**config.mk**
```make
export PLATFORM = sky130hd
export DESIGN_NAME = video_sprite_dma
export DESIGN_NICKNAME = d
export VERILOG_FILES = /design/src/rtl/video_sprite_dma.sv
export SDC_FILE = /design/constraint.sdc
export NUM_CORES = 1
export LEC_CHECK = 0
export BUFFER_PORTS_ARGS = -buffer_cell sky130_fd_sc_hd__clkbuf_2
export CAP_MARGIN = 25
export CORE_ASPECT_RATIO = 0.75
export CORE_UTILIZATION = 45
export DETAILED_ROUTE_END_ITERATION = 7
export PLACE_DENSITY = 0.74
export SYNTH_ARGS = -nofsm -noshare
export SYNTH_HDL_FRONTEND = slang
export SYNTH_SLANG_ARGS = --single-unit
export TNS_END_PERCENT = 100
```
**constraint.sdc**
```tcl
create_clock -name i_clock -period 2.3 [get_ports i_clock]
set_clock_uncertainty 0.1 [all_clocks]
set_input_delay 0.115 -clock i_clock [delete_from_list [all_inputs] [get_ports i_clock]]
set_output_delay 0.115 -clock i_clock [all_outputs]
set_load 0.005 [all_outputs]
```
**src/rtl/video_sprite_dma.sv**
```systemverilog
// video_sprite_dma
//   Copies 8-bit sprite pixels from system memory into the sprite unit's
//   pixel window. Each 32-bit memory word carries four pixels (little-endian
//   lanes); each pixel becomes one sprite data write. Transfers may be held
//   off until the next rising edge of vertical blank to avoid tearing.
//
// Ports
//   i_clock, i_reset           clock, synchronous active-high reset
//   i_request/i_rw/i_address/  CPU register access (SRC 0x0, DST 0x4,
//   i_wdata/o_rdata/o_ready    COUNT 0x8, CTRL/STATUS 0xC); ack next cycle
//   o_bus_*/i_bus_*            32-bit memory read port, held until ready
//   o_sprite_*/i_sprite_ready  sprite write bus, one-cycle strobe then wait
//   i_video_vblank             vertical blank level
//
// state      | meaning
// S_IDLE     | not busy, waiting for CTRL.start
// S_WAIT_VB  | armed, waiting for a rising edge of vblank
// S_READ     | memory read outstanding at src_ptr
// S_WRITE    | sprite strobe high for the current lane
// S_WR_WAIT  | strobe low, waiting for sprite acknowledge
// S_DONE     | one-cycle completion, done flag set
module video_sprite_dma #(
    parameter logic [31:0] SPRITE_BASE = 32'h0000_0000,
    parameter int          COUNT_WIDTH = 13
) (
    input  logic        i_clock,
    input  logic        i_reset,
    input  logic        i_request,
    input  logic        i_rw,
    input  logic [3:0]  i_address,
    input  logic [31:0] i_wdata,
    output logic [31:0] o_rdata,
    output logic        o_ready,
    output logic        o_bus_request,
    output logic [31:0] o_bus_address,
    input  logic        i_bus_ready,
    input  logic [31:0] i_bus_rdata,
    output logic        o_sprite_request,
    output logic [31:0] o_sprite_address,
    output logic [31:0] o_sprite_wdata,
    input  logic        i_sprite_ready,
    input  logic        i_video_vblank
);

    typedef enum logic [2:0] {
        S_IDLE, S_WAIT_VB, S_READ, S_WRITE, S_WR_WAIT, S_DONE
    } state_t;

    state_t                 state_q;
    logic [31:0]            src_q, src_ptr_q, word_q;
    logic [11:0]            dst_q, dst_ptr_q;
    logic [COUNT_WIDTH-1:0] count_q, rem_q;
    logic [1:0]             lane_q;
    logic                   done_q, abort_q, vb_prev_q;
    logic                   ready_q, bus_req_q, spr_req_q;
    logic [31:0]            rdata_q, bus_addr_q, spr_addr_q, spr_wdata_q;

    logic        busy, reg_wr, ctrl_wr, start_go;
    logic [31:0] rd_mux;

    assign busy     = (state_q != S_IDLE) && (state_q != S_DONE);
    assign reg_wr   = i_request && i_rw;
    assign ctrl_wr  = reg_wr && (i_address == 4'hC);
    assign start_go = ctrl_wr && i_wdata[0] && !busy;

    always_comb begin
        rd_mux = 32'h0;
        case (i_address)
            4'h0:    rd_mux = src_q;
            4'h4:    rd_mux = {20'h0, dst_q};
            4'h8:    rd_mux = {{(32-COUNT_WIDTH){1'b0}}, count_q};
            4'hC:    rd_mux = {30'h0, done_q, busy};
            default: rd_mux = 32'h0;
        endcase
    end

    function automatic logic [31:0] pix_addr(input logic [11:0] idx);
        return SPRITE_BASE + 32'h0000_4000 + {18'h0, idx, 2'b00};
    endfunction

    function automatic logic [31:0] pix_data(input logic [31:0] w, input logic [1:0] lane);
        case (lane)
            2'd0:    return {24'h0, w[7:0]};
            2'd1:    return {24'h0, w[15:8]};
            2'd2:    return {24'h0, w[23:16]};
            default: return {24'h0, w[31:24]};
        endcase
    endfunction

    always_ff @(posedge i_clock) begin
        if (i_reset) begin
            state_q     <= S_IDLE;
            src_q       <= '0;
            dst_q       <= '0;
            count_q     <= '0;
            src_ptr_q   <= '0;
            dst_ptr_q   <= '0;
            rem_q       <= '0;
            word_q      <= '0;
            lane_q      <= '0;
            done_q      <= 1'b0;
            abort_q     <= 1'b0;
            vb_prev_q   <= 1'b0;
            ready_q     <= 1'b0;
            rdata_q     <= '0;
            bus_req_q   <= 1'b0;
            bus_addr_q  <= '0;
            spr_req_q   <= 1'b0;
            spr_addr_q  <= '0;
            spr_wdata_q <= '0;
        end else begin
            vb_prev_q <= i_video_vblank;
            ready_q   <= i_request;
            rdata_q   <= (i_request && !i_rw) ? rd_mux : 32'h0;

            if (reg_wr && !busy) begin
                case (i_address)
                    4'h0:    src_q   <= {i_wdata[31:2], 2'b00};
                    4'h4:    dst_q   <= i_wdata[11:0];
                    4'h8:    count_q <= i_wdata[COUNT_WIDTH-1:0];
                    default: ;
                endcase
            end
            // Abort is only remembered here; each state retires it once
            // its own handshake is complete.
            if (ctrl_wr && i_wdata[2] && busy)
                abort_q <= 1'b1;

            case (state_q)
                S_IDLE, S_DONE: begin
                    state_q <= S_IDLE;
                    if (start_go) begin
                        done_q    <= 1'b0;
                        abort_q   <= 1'b0;
                        src_ptr_q <= src_q;
                        dst_ptr_q <= dst_q;
                        rem_q     <= count_q;
                        lane_q    <= 2'd0;
                        if (count_q == '0) begin
                            state_q <= S_DONE;
                            done_q  <= 1'b1;
                        end else if (i_wdata[1]) begin
                            state_q <= S_WAIT_VB;
                        end else begin
                            state_q    <= S_READ;
                            bus_req_q  <= 1'b1;
                            bus_addr_q <= src_q;
                        end
                    end
                end
                S_WAIT_VB: begin
                    if (abort_q) begin
                        state_q <= S_IDLE;
                        abort_q <= 1'b0;
                    end else if (i_video_vblank && !vb_prev_q) begin
                        state_q    <= S_READ;
                        bus_req_q  <= 1'b1;
                        bus_addr_q <= src_ptr_q;
                    end
                end
                S_READ: begin
                    if (i_bus_ready) begin
                        bus_req_q <= 1'b0;
                        word_q    <= i_bus_rdata;
                        if (abort_q) begin
                            state_q <= S_IDLE;
                            abort_q <= 1'b0;
                        end else begin
                            state_q     <= S_WRITE;
                            spr_req_q   <= 1'b1;
                            spr_addr_q  <= pix_addr(dst_ptr_q);
                            spr_wdata_q <= {24'h0, i_bus_rdata[7:0]};
                        end
                    end
                end
                S_WRITE: begin
                    spr_req_q <= 1'b0;
                    state_q   <= S_WR_WAIT;
                end
                S_WR_WAIT: begin
                    if (i_sprite_ready) begin
                        dst_ptr_q <= dst_ptr_q + 12'd1;
                        rem_q     <= rem_q - 1'b1;
                        lane_q    <= lane_q + 2'd1;
                        if (abort_q) begin
                            state_q <= S_IDLE;
                            abort_q <= 1'b0;
                        end else if (rem_q == COUNT_WIDTH'(1)) begin
                            state_q <= S_DONE;
                            done_q  <= 1'b1;
                        end else if (lane_q == 2'd3) begin
                            state_q    <= S_READ;
                            src_ptr_q  <= src_ptr_q + 32'd4;
                            bus_req_q  <= 1'b1;
                            bus_addr_q <= src_ptr_q + 32'd4;
                        end else begin
                            state_q     <= S_WRITE;
                            spr_req_q   <= 1'b1;
                            spr_addr_q  <= pix_addr(dst_ptr_q + 12'd1);
                            spr_wdata_q <= pix_data(word_q, lane_q + 2'd1);
                        end
                    end
                end
                default: state_q <= S_IDLE;
            endcase
        end
    end

    assign o_rdata          = rdata_q;
    assign o_ready          = ready_q;
    assign o_bus_request    = bus_req_q;
    assign o_bus_address    = bus_addr_q;
    assign o_sprite_request = spr_req_q;
    assign o_sprite_address = spr_addr_q;
    assign o_sprite_wdata   = spr_wdata_q;

endmodule
```
==> results of run 1 <==
==> sequential cells by signal, indices dropped and copies added (netlist names) <==
signal and cells:
o_sprite_address 13, done_q 1, dst_ptr_q 12, o_bus_address 31, vb_prev_q 1, rem_q 13, o_rdata 32, o_sprite_wdata 8
o_sprite_request 1, abort_q 1, lane_q 2, o_ready 1, src_ptr_q 30, dst_q 12, count_q 13, state_q 3
word_q 32, src_q 30, o_bus_request 1
==> report_power, final <==
| part | switching, mW | total (mW) | leakage [nW] | internal [mW] |
|---|---|---|---|---|
| logic | 1.34 | 2.35 | 3.15 | 1.00 |
| clock network | 1.68 | 4.24 | 0.417 | 2.56 |
| registers | 0.297 | 4.74 | 1.92 | 4.44 |
| total | 3.32 | 11.3 | 5.49 | 8.01 |
==> through the flow <==
step	cell area (um2)	total power, mW	cells	setup WS, ns	utilization
6_report	14600	11.3	2047	-0.000882	0.584
5_1_grt	14600	11.8	2046	-0.0930	0.584
4_1_cts	14400	11.3	2040	0.00718	0.577
3_5_place_dp	12800	6.94	1926	0.0122	0.513
3_3_place_gp	12800	6.88	1925	-0.0155	0.513
2_1_floorplan	11600	6.06	1512	0.0832	-
==> repair_timing <==
action | 4_1_cts | 5_1_grt
hold buffers | 72 | 0
endpoints found under the setup margin | 15 | 72
pin swaps | 1 | 6
cloned | 0 | 1
hold endpoints to repair | 122 | 0
gates resized for setup | 5 | 31
setup buffers | 0 | 5
==> Yosys cell counts, types with 9 or more instances <==
cell / n / area share
a211oi_1: 23 / 0.015
a21oi_1: 162 / 0.071
a221oi_1: 9 / 0.0069
a22oi_1: 9 / 0.0059
a311oi_1: 17 / 0.013
a31oi_1: 25 / 0.014
and2_1: 38 / 0.021
and3_1: 11 / 0.0060
buf_2: 23 / 0.010
buf_4: 44 / 0.029
clkbuf_1: 88 / 0.029
dfxtp_1: 237 / 0.41
inv_1: 11 / 0.0036
mux2i_1: 38 / 0.033
nand2_1: 256 / 0.084
nand3_1: 29 / 0.013
nand4_1: 16 / 0.0088
nor2_1: 137 / 0.045
nor3_1: 24 / 0.011
nor4_1: 15 / 0.0082
o21ai_0: 117 / 0.051
==> worst register-to-register path, stage by stage, from the launching register on <==
cell	delay, ns
dfxtp_1	0.35
nor4_1	0.36
nand4_1	0.28
a221oi_2	0.40
nor4_4	0.08
buf_6	0.15
buf_4	0.14
clkbuf_16	0.16
a211oi_1	0.19
==> cells by family after synthesis <==
kind of cell    count (synthesis)  share of synthesized area
buf+inv                       172                     0.0742
flops                         237                      0.415
simple gates                  570                      0.229
other cells                     1                   0.000328
mux                            39                     0.0342
fa+ha+maj                       8                    0.00875
compound gates                431                      0.229
xor+xnor                       12                    0.00919
==> placed cells by master (no fill, tap or decap), types with 11 or more instances in the layout <==
cell | synthesis | final
a211oi_1 | 23 | 23
a21oi_1 | 162 | 161
a311oi_1 | 17 | 17
a31oi_1 | 25 | 25
and2_1 | 38 | 38
and3_1 | 11 | 11
buf_12 | 0 | 16
buf_4 | 44 | 62
clkbuf_16 | 0 | 26
clkbuf_2 | 1 | 161
conb_1 | 1 | 43
dfxtp_1 | 237 | 232
dlygate4sd3_1 | 0 | 72
inv_1 | 11 | 11
mux2i_1 | 38 | 38
nand2_1 | 256 | 256
nand3_1 | 29 | 29
nand4_1 | 16 | 16
nor2_1 | 137 | 135
nor3_1 | 24 | 20
nor4_1 | 15 | 11
o21ai_0 | 117 | 105
o21ai_1 | 2 | 14
==> worst paths after layout <==
| path | cells past startpoint | end |
|---|---|---|
| worst min-delay path | 5 | o_rdata[12]$_SDFF_PP0_ |
| worst max register to register | 8 | o_bus_address[6]$_SDFFE_PP0P_ |
| worst min register to register | 2 | word_q[12]$_SDFFE_PP0P_ |
| worst max-delay path | 8 | o_bus_address[6]$_SDFFE_PP0P_ |
==> per-layer routing <==
layer	share of wire	global-route usage	vias up	wire, um
met5	0	0	-	0
met4	0.025	0.0777	0	902
met3	0.096	0.0608	73	3440
met2	0.42	0.379	552	15000
met1	0.46	0.388	5416	16500
li1	-	-	5562	-
==> layout make-up <==
| type | count | area (um2) | area share |
|---|---|---|---|
| multi-input cells | 1103 | 6130 | 0.421 |
| flip-flops and latches | 237 | 4760 | 0.326 |
| repair buffers | 315 | 2370 | 0.163 |
| clock buffers | 32 | 692 | 0.0475 |
| well taps | 338 | 423 | 0.0290 |
| clock inverters | 10 | 160 | 0.0110 |
| inverters | 11 | 41.3 | 0.00283 |
| diodes | 1 | 2.50 | 0.000172 |
==> run_results.csv, run 1 <==
group,metric,value,unit
route,routed_via_density,5.67,
hold_path,holdCritStartpoint,"i_rw",
layout,nets,1776,
clocking,cts_tree,"yes",
synth,async_reset_ff_frac,0,
global_routing,antenna_found_initial,0,
route,via_count,11603,
global_routing,grt_usage,0.264,
worst_setup_path,critical_path_buf_inv_count,3,
sta,worst_pin_slew,1.02,ns
sta,max_freq,435,MHz
placed_design,portBuffers,162,
sta,timing.setup.tns,-0.000882,ns
layout,drive_gt1_frac,0.190,
route,drt_iter0_markers,1377,
sta,fin_crit_sh,1.00,
worst_setup_path,setup.worst_path.end_class,"register",
synth,synth_area,11400,um2
clocking,cts_sinks,237,
sta,period_minus_slack,2.30,ns
route,drt-total-wl,35800,um
global_routing,grt_pass1_wl,55000,um
clocking,cts_buffers,25,
worst_setup_path,worst-setup-path-type,"reg2reg",
sta,rsz0062_at_grt,"true",
sta,finalWorstSetupSlack,-0.000882,ns
power_and_ir_drop,leakage,5.49,nW
layout,syn_to_final_growth,27.5,%
synth,synth-warning-count,0,
run_status,failed_checks,"setup timing",
sta,finalHoldViolCount,0,
worst_setup_path,crit_path_start,"count_q[1]$_SDFFE_PP0P_",
sta,relSlewSlack,0.319,
clocking,cts-root-buf,"clkbuf_16",
synth,synth_cell_type_count,72,
sta,hold_slack,0.0928,ns
synth,syn_area_per_cell,7.78,um2
synth,syn_inst,1470,
synth,synth_ff_type,"dfxtp_1",
floorplanning,start_util,0.458,
global_routing,grt_pass1_vias,10380,
floorplanning,ios,206,
floorplanning,die_x,186,um
clocking,htreeDepth,1,
worst_setup_path,crit_slowest_cell,"a221oi_2",
layout,num-fill-cells,2258,
placed_design,place_hpwl,23700,um
worst_setup_path,path_max_fanout,13,
clocking,clk_pin_slew_worst_paths,0.06,ns
route,drc,0,
worst_setup_path,critPathRequiredTime,2.65,ns
route,wl_per_cell,17.5,um
worst_setup_path,cp.arrival,2.65,ns
synth,synth_seq_cells,237,
run_status,status,"finished, violations left",
clocking,clk_latency,0.53,ns
worst_setup_path,cp_slowest_stage_delay,0.40,ns
worst_setup_path,r2r_slack,-0.0009,ns
clocking,clock_path_buffers,3,
sta,setup_viol,1,
sta,final_max_slew_viol_count,0,
power_and_ir_drop,pwr_density_cell,777,nW/um2
worst_setup_path,crit_chain,"nor4_1 > nand4_1 > a221oi_2 > nor4_4 > buf_6 > buf_4 > clkbuf_16 > a211oi_1",
global_routing,grt_max_degree,109,
global_routing,overflow,0,
power_and_ir_drop,peakVddDrop,0.000555,V
synth,synth_edf_count,0,
floorplanning,num_rows,50,
worst_setup_path,start_kind,"register",
route,ant_nets,0,
job,maxCapViolations,0,
hold_path,hold_path_class,"in2reg",
floorplanning,die_h,140,um
placed_design,gp_congestion,0.896,
floorplanning,core,25000,um2
route,first_pass_iters,6,
worst_setup_path,reg2reg_from,"count_q[1]$_SDFFE_PP0P_",
synth,ys_seq_area_frac,0.415,
floorplanning,dieArea,26100,um2
worst_setup_path,cp_top_family,"simple AND/OR/NAND/NOR gates",
Power figures use the tool's default switching activity.
==> run 2, diff against run 1 <==
--- a/config.mk
+++ b/config.mk
@@ -10,6 +10,7 @@
 export CORE_ASPECT_RATIO = 0.75
 export CORE_UTILIZATION = 45
 export DETAILED_ROUTE_END_ITERATION = 7
+export MAX_ROUTING_LAYER = met4
 export PLACE_DENSITY = 0.74
 export SYNTH_ARGS = -nofsm -noshare
 export SYNTH_HDL_FRONTEND = slang
==> run 2 against run 1 <==
The flow still finishes with violations (setup timing). Flip-flop and latch count unchanged. Cell area increased by 0.51%. Power decreased by 0.88%. Sequential power about the same. Routed wire length increased by 2.4%. Non-clock buffer count increased by 17. Critical path depth increased by 2. Setup slack about the same. Worst hold slack got worse by 0.010 ns. Sequential share of layout area decreased by 0.20 points. Count of clock-buffer cells in the layout decreased by 4. Critical path type unchanged. Largest cell class unchanged. Highest routed layer unchanged.
==> run_results.csv, run 2 (same netlist as run 1, synthesis figures left out) <==
group,metric,value,unit
sta,period_minus_slack,2.30,ns
floorplanning,num_rows,50,
worst_setup_path,path_max_fanout,13,
worst_setup_path,critPathRequiredTime,2.65,ns
sta,setup_viol,2,
clocking,cts_sinks,237,
sta,fin_crit_sh,1.00,
route,drc,0,
worst_setup_path,cp.arrival,2.65,ns
route,ant_nets,0,
global_routing,antenna_found_initial,2,
layout,num-fill-cells,2223,
run_status,status,"finished, violations left",
global_routing,grt_pass1_wl,57100,um
worst_setup_path,crit_chain,"nor4_2 > buf_4 > nand4_1 > buf_6 > a221oi_4 > nor4_4 > buf_6 > buf_4 > clkbuf_16 > a211oi_2",
clocking,clk_pin_slew_worst_paths,0.06,ns
worst_setup_path,worst-setup-path-type,"reg2reg",
clocking,cts-root-buf,"clkbuf_16",
run_status,failed_checks,"setup timing",
layout,final_core_util,0.587,
worst_setup_path,crit_slowest_cell,"dfxtp_2",
floorplanning,dieArea,26100,um2
layout,mostFrequentLayoutCell,"nand2_1",
route,drt-total-wl,36600,um
layout,multiInputGateArea,6150,um2
route,first_pass_iters,7,
clocking,clock_path_buffers,3,
power_and_ir_drop,peakVddDrop,0.000598,V
sta,finalHoldViolCount,0,
floorplanning,start_util,0.458,
layout,nets,1793,
worst_setup_path,cp_slowest_stage_delay,0.33,ns
global_routing,grt_pass1_vias,10763,
placed_design,dpl_cell_area,12900,um2
route,drt_iter0_markers,1281,
clocking,cts_tree,"yes",
placed_design,place_ws,-0.0392,ns
clocking,htreeDepth,1,
power_and_ir_drop,total_power,11.2,mW
global_routing,overflow,0,
global_routing,grt_max_degree,63,
sta,final_max_slew_viol_count,0,
placed_design,portBuffers,162,
floorplanning,die_h,140,um
worst_setup_path,cp_top_family,"buffers and inverters",
layout,final_cell_mix,"nand2_1, dfxtp_1, a21oi_1, clkbuf_2, nor2_1",
hold_path,hold_path_class,"in2reg",
sta,max_freq,435,MHz
route,routed_via_density,5.76,
clocking,cts_buffers,25,
power_and_ir_drop,pwr_density_cell,766,nW/um2
floorplanning,ios,206,
global_routing,grt_usage,0.281,
layout,syn_to_final_growth,28.2,%
job,maxCapViolations,0,
layout,final_area,14700,um2
sta,worst_pin_slew,1.02,ns
worst_setup_path,critical_path_buf_inv_count,5,
placed_design,gp_congestion,0.917,
layout,regArea,4750,um2
placed_design,place_hpwl,24600,um
power_and_ir_drop,leakage,5.59,nW
route,wl_per_cell,17.7,um
clocking,clk_latency,0.53,ns
worst_setup_path,setup.worst_path.end_class,"register",
sta,rsz0062_at_grt,"true",
route,via_count,11908,
floorplanning,die_x,186,um
worst_setup_path,start_kind,"register",
floorplanning,core,25000,um2
sta,finalWorstSetupSlack,-0.00109,ns
layout,drive_gt1_frac,0.204,
sta,relSlewSlack,0.320,
## run 2: cell count changes in the layout (fill, tap and decap cells not counted), sizes merged
| cell | previous run | this run |
|---|---|---|
| buf | 81 | 98 |
| clkinv | 4 | 12 |
| clkbuf | 194 | 190 |
| bufinv | 4 | 3 |
| inv | 12 | 13 |
## run 2: report_power, final
part | internal [mW] | total (mW) | switching (mW)
registers | 4.44 | 4.73 | 0.288
clock network | 2.38 | 4.12 | 1.74
logic | 1.01 | 2.38 | 1.36
## run 2: final timing paths
check,depth (start not counted),from,slack (ns),to
setup / recovery,10,count_q[11]$_SDFFE_PP0P_,-0.001,o_bus_address[9]$_SDFFE_PP0P_
hold reg to reg,2,word_q[1]$_SDFFE_PP0P_,0.36,word_q[1]$_SDFFE_PP0P_
setup reg to reg,10,count_q[11]$_SDFFE_PP0P_,-0.001,o_bus_address[9]$_SDFFE_PP0P_
hold / removal,5,i_address[3],0.08,o_rdata[10]$_SDFF_PP0_
## run 2: per-stage QoR
stage	instances	setup TNS (ns)	hold WS, ns
after floorplan	1512	0	0.143
after global placement	1940	0	0.241
final	2068	-0.00209	0.0824
after CTS	2061	0	0.0555
after global routing	2068	-0.654	0.0972
after detailed placement	1941	-0.0822	0.243
## run 2: area by class of cell
| cell class | instances | share of cell area |
|---|---|---|
| Multi-Input combinational cell | 1103 | 0.420 |
| Sequential cell | 237 | 0.324 |
| Timing Repair Buffer | 332 | 0.168 |
| Clock buffer | 28 | 0.0441 |
| Tap cell | 338 | 0.0289 |
| Clock inverter | 18 | 0.0125 |
| Inverter | 11 | 0.00282 |
| Antenna cell | 1 | 0.000171 |
## run 2: repair_timing
item,4_1_cts,5_1_grt
endpoints found under the setup margin,13,75
resized for setup,2,30
cloned,0,1
hold endpoints to repair,120,0
hold buffers,72,0
buffers inserted,2,5
pin swaps,2,7
## run 2: layer usage
| layer | track usage | wire length [um] | up-vias |
|---|---|---|---|
| li1 | - | - | 5594 |
| met1 | 0.407 | 16600 | 5629 |
| met2 | 0.409 | 15800 | 627 |
| met3 | 0.0390 | 3460 | 58 |
| met4 | 0.0664 | 786 | 0 |
| met5 | - | 0 | - |
## run 2: worst min-delay path: stages
cell and delay, ns:
clkbuf_2 0.09, buf_4 0.21, nor2_1 0.12, a21oi_1 0.05
nor2_1 0.08
